==> src/rtl/data_write_buffer.sv <==
// rtl/data_write_buffer.sv - write-through store buffer between data cache and backing memory
//
// Purpose:
//   Circular FIFO of store entries (address/data) that a drain FSM retires to
//   memory one at a time over a req/ack handshake. Loads snoop the buffer and
//   get the youngest matching word so they never see stale memory data.
//
// Configuration:
//   WBUF_COALESCE_EN - when defined, a store whose word address matches a
//   buffered entry (other than the head currently being written to memory)
//   overwrites that entry instead of allocating a new one.
//
// Ports:
//   clk, rst_n            clock, asynchronous active-low reset
//   wr_en/wr_addr/wr_data store push from the cache (held by upstream while stall=1)
//   rd_en/rd_addr         load snoop
//   fwd_hit/fwd_data      combinational snoop result (youngest match, 0 on miss)
//   stall                 store presented but not accepted this cycle
//   mem_req/mem_addr/mem_wdata/mem_ack  registered write handshake to memory
//   empty/count           registered occupancy
module data_write_buffer #(
  parameter int DEPTH  = 4,
  parameter int ADDR_W = 32,
  parameter int DATA_W = 32
) (
  input  logic                     clk,
  input  logic                     rst_n,
  input  logic                     wr_en,
  input  logic [ADDR_W-1:0]        wr_addr,
  input  logic [DATA_W-1:0]        wr_data,
  input  logic                     rd_en,
  input  logic [ADDR_W-1:0]        rd_addr,
  output logic                     fwd_hit,
  output logic [DATA_W-1:0]        fwd_data,
  output logic                     stall,
  output logic                     mem_req,
  output logic [ADDR_W-1:0]        mem_addr,
  output logic [DATA_W-1:0]        mem_wdata,
  input  logic                     mem_ack,
  output logic                     empty,
  output logic [$clog2(DEPTH):0]   count
);

  localparam int PW = $clog2(DEPTH);
  localparam int CW = PW + 1;
  localparam logic [CW-1:0] FULL = CW'(DEPTH);

  typedef enum logic {IDLE, REQ} state_e;

  state_e              state_q;
  logic [ADDR_W-1:0]   addr_q [DEPTH];
  logic [DATA_W-1:0]   data_q [DEPTH];
  logic [DEPTH-1:0]    valid_q;
  logic [PW-1:0]       head_q, tail_q;
  logic [CW-1:0]       count_q, count_d;
  logic                mem_req_q;
  logic [ADDR_W-1:0]   mem_addr_q;
  logic [DATA_W-1:0]   mem_wdata_q;

  logic                merge_hit;
  logic [PW-1:0]       merge_idx;
  logic                push_alloc;
  logic                pop;
  logic                fwd_hit_c;
  logic [PW-1:0]       fwd_idx;
  logic [DATA_W-1:0]   head_load_data;

  // Byte offset bits never take part in word compares.
  logic unused_low_bits;
  assign unused_low_bits = ^rd_addr[1:0];

  // Snoop: walk oldest to youngest so the last match (youngest) wins.
  always_comb begin
    fwd_hit_c = 1'b0;
    fwd_idx   = '0;
    for (int k = 0; k < DEPTH; k++) begin
      if (rd_en && valid_q[head_q + PW'(k)] &&
          addr_q[head_q + PW'(k)][ADDR_W-1:2] == rd_addr[ADDR_W-1:2]) begin
        fwd_hit_c = 1'b1;
        fwd_idx   = head_q + PW'(k);
      end
    end
  end

  assign fwd_hit  = fwd_hit_c;
  assign fwd_data = fwd_hit_c ? data_q[fwd_idx] : '0;

`ifdef WBUF_COALESCE_EN
  // Merge target: youngest valid match, excluding the head while its data is
  // already on the memory bus.
  always_comb begin
    merge_hit = 1'b0;
    merge_idx = '0;
    for (int k = 0; k < DEPTH; k++) begin
      if (wr_en && valid_q[head_q + PW'(k)] &&
          addr_q[head_q + PW'(k)][ADDR_W-1:2] == wr_addr[ADDR_W-1:2] &&
          !(state_q == REQ && (head_q + PW'(k)) == head_q)) begin
        merge_hit = 1'b1;
        merge_idx = head_q + PW'(k);
      end
    end
  end
`else
  assign merge_hit = 1'b0;
  assign merge_idx = '0;
`endif

  // count_q is the pre-edge value, so a pop in the same cycle never frees room.
  assign push_alloc = wr_en && !merge_hit && (count_q != FULL);
  assign stall      = wr_en && !merge_hit && (count_q == FULL);
  assign pop        = (state_q == REQ) && mem_ack;

  // A merge into the head on the same edge IDLE loads it must carry the new data.
  assign head_load_data = (merge_hit && merge_idx == head_q) ? wr_data : data_q[head_q];

  always_comb begin
    count_d = count_q;
    case ({push_alloc, pop})
      2'b10:   count_d = count_q + CW'(1);
      2'b01:   count_d = count_q - CW'(1);
      default: count_d = count_q;
    endcase
  end

  always_ff @(posedge clk or negedge rst_n) begin
    if (!rst_n) begin
      state_q     <= IDLE;
      valid_q     <= '0;
      head_q      <= '0;
      tail_q      <= '0;
      count_q     <= '0;
      mem_req_q   <= 1'b0;
      mem_addr_q  <= '0;
      mem_wdata_q <= '0;
      for (int i = 0; i < DEPTH; i++) begin
        addr_q[i] <= '0;
        data_q[i] <= '0;
      end
    end else begin
      if (push_alloc) begin
        addr_q[tail_q]  <= wr_addr;
        data_q[tail_q]  <= wr_data;
        valid_q[tail_q] <= 1'b1;
        tail_q          <= tail_q + PW'(1);
      end
      if (merge_hit) begin
        data_q[merge_idx] <= wr_data;
      end
      if (pop) begin
        valid_q[head_q] <= 1'b0;
        head_q          <= head_q + PW'(1);
      end
      count_q <= count_d;

      case (state_q)
        IDLE: begin
          if (count_q != '0) begin
            state_q     <= REQ;
            mem_req_q   <= 1'b1;
            mem_addr_q  <= addr_q[head_q];
            mem_wdata_q <= head_load_data;
          end
        end
        REQ: begin
          if (mem_ack) begin
            state_q   <= IDLE;
            mem_req_q <= 1'b0;
          end
        end
        default: begin
          state_q   <= IDLE;
          mem_req_q <= 1'b0;
        end
      endcase
    end
  end

  assign mem_req   = mem_req_q;
  assign mem_addr  = mem_addr_q;
  assign mem_wdata = mem_wdata_q;
  assign count     = count_q;
  assign empty     = (count_q == '0);

endmodule

==> config.mk <==
export PLATFORM = sky130hd
export DESIGN_NAME = data_write_buffer
export DESIGN_NICKNAME = d
export VERILOG_FILES = /design/src/rtl/data_write_buffer.sv
export SDC_FILE = /design/constraint.sdc
export NUM_CORES = 1
export LEC_CHECK = 0
export BUFFER_PORTS_ARGS = -buffer_cell sky130_fd_sc_hd__buf_4
export CAP_MARGIN = 20
export CELL_PAD_IN_SITES_DETAIL_PLACEMENT = 1
export CELL_PAD_IN_SITES_GLOBAL_PLACEMENT = 2
export CORE_ASPECT_RATIO = 0.7
export CORE_MARGIN = 5
export CORE_UTILIZATION = 37
export CTS_BUF_LIST = sky130_fd_sc_hd__clkbuf_16
export CTS_CLUSTER_DIAMETER = 200
export DETAILED_ROUTE_END_ITERATION = 8
export PLACE_DENSITY = 0.74
export SETUP_SLACK_MARGIN = 0.05
export SYNTH_ARGS = -nofsm -noshare
export SYNTH_HDL_FRONTEND = slang
export SYNTH_SLANG_ARGS = --single-unit
export TNS_END_PERCENT = 50
==> constraint.sdc <==
create_clock -name clk -period 7.1 [get_ports clk]
set_input_delay 1.42 -clock clk [delete_from_list [all_inputs] [get_ports clk]]
set_output_delay 1.42 -clock clk [all_outputs]
set_load 0.05 [all_outputs]
Word level (Yosys, flattened, before mapping). Index checks and enable logic that the tools add are counted.

Register bits: 333. Input port bits: 101. Output and inout bits: 103. Word-level logic and storage cells: 127.

Add/subtract/negate cells: 6. Order comparisons: 14. Equality and inequality tests: 10. Muxes and demuxes: 52. Bitwise logic cells: 10. Reductions and logical operators: 19.

Operators with widths (number): 2-to-1 mux 32 bit (14); binary-select mux 32 bit (select 2 bit) (6); bitwise mux 128 bit (2); equality test 30 bit (4); demux 32 bit (select 2 bit) (1); >= comparator 3 bit (second input constant) (6); inverter 2 -> 3 bit (6); < comparator 2 x 3 -> 1 bit (second input constant) (5); logical AND 1 bit (14); 2-to-1 mux 1 bit (14); binary-select mux 1 bit (select 2 bit) (4); 2-to-1 mux 2 bit (4); 2-to-1 mux 4 bit (2); case mux 3 bit (2 select lines) (1); adder 2 x 1 -> 2 bit (second input constant) (2); adder 2 bit (second input constant) (2); bitwise AND 4 bit (1); demux 1 bit (select 2 bit) (2); >= comparator 2 x 1 -> 1 bit (second input constant) (2); != test 2 bit (second input constant) (2); inverter 4 bit (1); bitwise OR 4 bit (1); case mux 1 bit (2 select lines) (2); AND reduction 2 bit (2); 11 further kinds (11).

Depth between registers and ports, before layout.
Word-level depth: 15. Gate-level depth with buffers: 28. Depth with buffers taken out: 12.

Worst setup path after synthesis. OpenSTA, ideal clock, no wires.

Kind: flip-flop to output port. From: register head_q[1]. To: output port fwd_data[10]. Arrival: 6871 ps. Data required time: 5680 ps. Slack: -1191 ps. Cell stages (with the launch flop): 26. Buffers on the path: 13. Cells stage by stage: dfrtp_1 -> buf_6 -> buf_6 -> buf_6 -> buf_4 -> buf_4 -> buf_2 -> buf_4 -> buf_1 -> inv_1 -> ha_1 -> buf_6 -> buf_8 -> buf_6 -> mux4_2 -> xnor2_1 -> nand2_1 -> or4_1 -> nor3_2 -> and4_1 -> buf_6 -> a2111oi_0 -> inv_1 -> nand2_2 -> buf_4 -> o32ai_1.

Elaborated cells on any way between the ends: 52. Classes of those cells: add/sub (3); eq/ne (4); mux (32); bitwise (5); reduce/logical (8).

RTL lines: start, declared (RTL line 54) `logic [PW-1:0] head_q, tail_q;`; start signal, assigned (RTL line 151) `head_q <= head_q + PW'(1);`; adder 2 x 1 -> 2 bit / inverter 2 -> 3 bit (equally long branches) (RTL line 77, 78); inverter 2 -> 3 bit (not written as such) / binary-select mux 32 bit (select 2 bit) (equally long branches) (RTL line 78) `addr_q[head_q + PW'(k)][ADDR_W-1:2] == rd_addr[ADDR_W-1:2]) begin`; binary-select mux 32 bit (select 2 bit) / 2-to-1 mux 32 bit (equally long branches) (RTL line 78); 2-to-1 mux 32 bit (not written as such) (RTL line 78); 2-to-1 mux 32 bit (not written as such) / equality test 30 bit (equally long branches) (RTL line 78); equality test 30 bit / logical AND 1 bit (equally long branches) (RTL line 78, 77); logical AND 1 bit / 2-to-1 mux 1 bit (equally long branches) (RTL line 77) `if (rd_en && valid_q[head_q + PW'(k)] &&`; 2-to-1 mux 1 bit (2 in series) (RTL line 77); 2-to-1 mux 1 bit * (RTL line 77); via fwd_hit (RTL line 33) `output logic fwd_hit,`; 2-to-1 mux 32 bit * (RTL line 86) `assign fwd_data = fwd_hit_c ? data_q[fwd_idx] : '0;`; end, declared (RTL line 34) `output logic [DATA_W-1:0] fwd_data,`.

Mark *: on every way through the listed nets, which the timed path passes. The rest lies on a longest branch. The select of a mux whose other input is x is not followed.

Final worst setup path.
From: register head_q[1]. To: output port fwd_data[9].

Longest elaborated chain between the ends: 15. Elaborated cells on any way between the ends: 52. Classes of those cells: add/sub (3); eq/ne (4); mux (32); bitwise (5); reduce/logical (8).

RTL lines (RTL line): adder 2 x 1 -> 2 bit / inverter 2 -> 3 bit (equally long branches) (77, 78, 80); inverter 2 -> 3 bit (not written as such) / binary-select mux 32 bit (select 2 bit) (equally long branches) (78); binary-select mux 32 bit (select 2 bit) / 2-to-1 mux 32 bit (equally long branches) (78); 2-to-1 mux 32 bit (not written as such) (78); 2-to-1 mux 32 bit (not written as such) / equality test 30 bit (equally long branches) (78); equality test 30 bit / logical AND 1 bit (equally long branches) (78, 77); logical AND 1 bit / 2-to-1 mux 2 bit (equally long branches) (77); 2-to-1 mux 2 bit (3 in series) (77); inverter 2 -> 3 bit (not written as such) (86); binary-select mux 32 bit (select 2 bit) (86); 2-to-1 mux 32 bit (not written as such) (2 in series) (86); 2-to-1 mux 32 bit * (86).

Mark *: on every way between the ends. The rest lies on a longest branch, timed or not. The select of a mux whose other input is x is not followed.

==> flow_summary.json <==
{
  "outcome": "completed",
  "fill_cells": 6437,
  "synth_xor_area_share_pct": 3.50,
  "slowest_stage": "or4_1",
  "cts_num_sinks": 333,
  "critPathCaptureType": "output port",
  "yosysTopAreaCell": "dfrtp_1",
  "synth-adder-area-share_pct": 0.586,
  "post-route-min-period_ps": 7010,
  "hp-class": "reg -> reg",
  "vias": 18711,
  "power_density_mw_per_mm2": 582,
  "grt_pass1_vias": 19372,
  "synth-main-ff-cell": "dfrtp_1",
  "crit_top_cell": "buf_4",
  "synth_common_cells": "333 x dfrtp_1, 283 x mux2_2, 254 x nand2_1",
  "critPathMaxStageDelay_ps": 590,
  "grt_max_degree": 223,
  "synthMuxAreaShare_pct": 30.5,
  "port_buffers": 201,
  "hold_ws_ps": 472,
  "finalSetupViolations": 0,
  "place_congestion": 0.948,
  "p_leak_uw": 0.0110,
  "cp.required_ps": 5680,
  "clock_path_buffers": 3,
  "fp-row-count": 75,
  "ys_seq_area_share_pct": 36.8,
  "synthArstFlopShare_pct": 100,
  "finalMaxSlewViolations": 0,
  "drtPass1Iterations": 5,
  "die_x_um": 306,
  "cts_tree": "done",
  "r2r_cells": 6,
  "wl_per_cell_um": 29.7,
  "ys_top_cells_by_area": "dfrtp_1 37%, mux2_2 14%, mux4_2 12%",
  "nets": 2278,
  "slew_headroom_pct": 28.5,
  "avgViaCountPerCell": 6.22,
  "antenna_found_initial": 5,
  "yosysMostFrequentCell": "dfrtp_1",
  "start_kind": "flip-flop",
  "irDropWorstVdd_uv": 335,
  "syn_to_final_growth_pct": 17.9,
  "hold_viol": 0,
  "core_mm2": 0.0602,
  "place_hpwl_mm": 61.9,
  "critPathMaxFanout": 18,
  "clock_latency_ps": 580,
  "syn_avg_cell_area_um2": 11.1,
  "ios": 204,
  "cts_root_buf": "clkbuf_16",
  "yosysTopAreaCellShare_pct": 36.8,
  "synth_top_family_by_area": "multiplexers",
  "cts_inserted_buffers": 38,
  "grt_use_total_pct": 26.2,
  "p_total_uw": 15500,
  "drive_gt1_share_pct": 37.0,
  "clkTransAtPathRegs_ps": 60,
  "drc": 0,
  "ys_ff_latch": 333,
  "synth.net_count": 2151,
  "drtIter0Drc": 1577,
  "design.die.area_mm2": 0.0663,
  "netlist_area_mm2": 0.0226,
  "ctsHoldBuffers": 0,
  "fin_worst_skew_ps": 23.9,
  "fmax_mhz": 143,
  "htree_num_levels": 2,
  "worst_slack_ps": 92.4,
  "worst_pin_slew_ps": 1070,
  "yosys.area_share.simple_pct": 10.2,
  "worstSetupPathType": "reg -> out",
  "critPathArrivalTime_ps": 5590,
  "pre_cts_slack_ps": 267,
  "synth-compound-area-share_pct": 13.3,
  "yosysUniqueCellTypes": 90,
  "hold_depth": 2,
  "cp_cell_sequence": "inv_1 > ha_4 > buf_4 > mux2i_1 > o2bb2ai_1 > or4_1 > a221oi_1 > and4_2 > buf_4 > and2_1 > a2111oi_2 > a211oi_4 > buf_4 > a31oi_1 > a31o_2 > buf_4",
  "gr-total-overflow": 0,
  "synthCells": 2040,
  "synth_warnings": 0,
  "synth-edff-count": 0,
  "rsz0062_at_grt": "yes",
  "maxCapViolCount": 0,
  "final_area_mm2": 0.0267,
  "dieHeight_um": 217,
  "wl_mm": 89.2,
  "place_area_mm2": 0.0252,
  "start_util_pct": 37.6,
  "finalCritPeriodShare_pct": 98.7,
  "grt_first_pass_wirelength_mm": 133,
  "ant_nets": 0
}
## state kept, by name (all words and copies together) (netlist names), 2 cells and up
register	flops
count	3
valid_q	4
data_q	128
addr_q	128
tail_q	2
mem_addr	32
head_q	2
mem_wdata	32
## cells in the final DEF (no fill, tap or decap), types with 12 or more instances in the layout
cell	netlist	layout
mux4_2	117	117
nand2_1	254	250
o41ai_1	15	15
buf_12	0	17
clkbuf_16	0	38
a31o_2	12	12
a31oi_1	39	39
o21ai_0	41	41
nor3b_1	13	13
o21a_1	19	19
mux2i_1	100	99
mux2_2	283	283
and3_1	23	23
nor2b_1	23	23
a21oi_1	28	27
nor4b_1	15	15
a2111o_1	16	16
nor2_1	37	36
o22ai_1	41	41
dfrtp_1	333	331
a211oi_1	22	22
inv_1	53	56
xnor2_1	77	70
o221ai_1	38	38
nand3_1	21	21
nand4_1	24	24
buf_4	12	250
a21o_1	14	13
## what timing repair did
item	CTS	global route
buffers inserted	4	5
pin swaps	1	3
endpoints found under the setup margin	32	32
resized for setup	11	19
## final timing paths
path                                            endpoint  slack, ps                      from
worst max-delay path                         fwd_data[9]         90     head_q[1]$_DFFE_PN0P_
worst min-delay path            mem_wdata[4]$_DFFE_PN0P_        470  mem_wdata[4]$_DFFE_PN0P_
worst max register to register   addr_q[114]$_DFFE_PN0P_       4390      count[0]$_DFFE_PN0P_
worst min register to register  mem_wdata[4]$_DFFE_PN0P_        470  mem_wdata[4]$_DFFE_PN0P_
max in group asynchronous        addr_q[118]$_DFFE_PN0P_       4790                     rst_n
min in group asynchronous       mem_addr[24]$_DFFE_PN0P_        820                     rst_n
## critical path: cells and delay by family (launching register included)
family          cells  cell delay, ps
compound gates      6            1340
simple gates        3            1120
buf+inv             5            1110
mux                 1             490
flops               1             460
fa+ha+maj           1             450
## report_power, final
group / total, uW / internal [uW] / switching (uW)
Sequential: 4060 / 2870 / 1190
Clock: 2000 / 1130 / 872
Combinational: 9470 / 4150 / 5320
## cell type report
| class | instances | area (um^2) | share of cell area (%) |
|---|---|---|---|
| sequential | 333 | 8340 | 31.3 |
| antenna | 1 | 2.50 | 0.00938 |
| inverter | 54 | 203 | 0.760 |
| tap | 808 | 1010 | 3.79 |
| clock buffer | 38 | 951 | 3.56 |
| clock inverter | 32 | 268 | 1.00 |
| multi-input combinational | 1467 | 13600 | 51.0 |
| timing repair buffer | 273 | 2290 | 8.58 |
## cell families after synthesis
| logic type | count (synthesis) |
|---|---|
| multiplexers | 504 |
| AND/OR/NAND/NOR | 470 |
| AO/OA/AOI/OAI | 395 |
| flip-flops | 333 |
| buffers and inverters | 240 |
| XOR/XNOR | 88 |
| adder cells (fa/ha/maj) | 10 |
## routing by layer
| layer | track usage [%] | wire [um] | up-vias |
|---|---|---|---|
| met3 | 8.03 | 8040 | 102 |
| met1 | 39.2 | 41900 | 9937 |
| li1 | - | - | 8047 |
| met4 | 5.10 | 1550 | 8 |
| met5 | 0 | 49 | - |
| met2 | 37.8 | 37600 | 617 |
## metrics by stage
step           std cells  util, %  setup TNS, ps
2_1_floorplan       2040        -           -318
3_5_place_dp        2926     41.9              0
3_3_place_gp        2926     41.9              0
6_report            3006     44.3              0
4_1_cts             3000     44.0              0
5_1_grt             3006     44.3              0
Power figures use the tool's default switching activity.
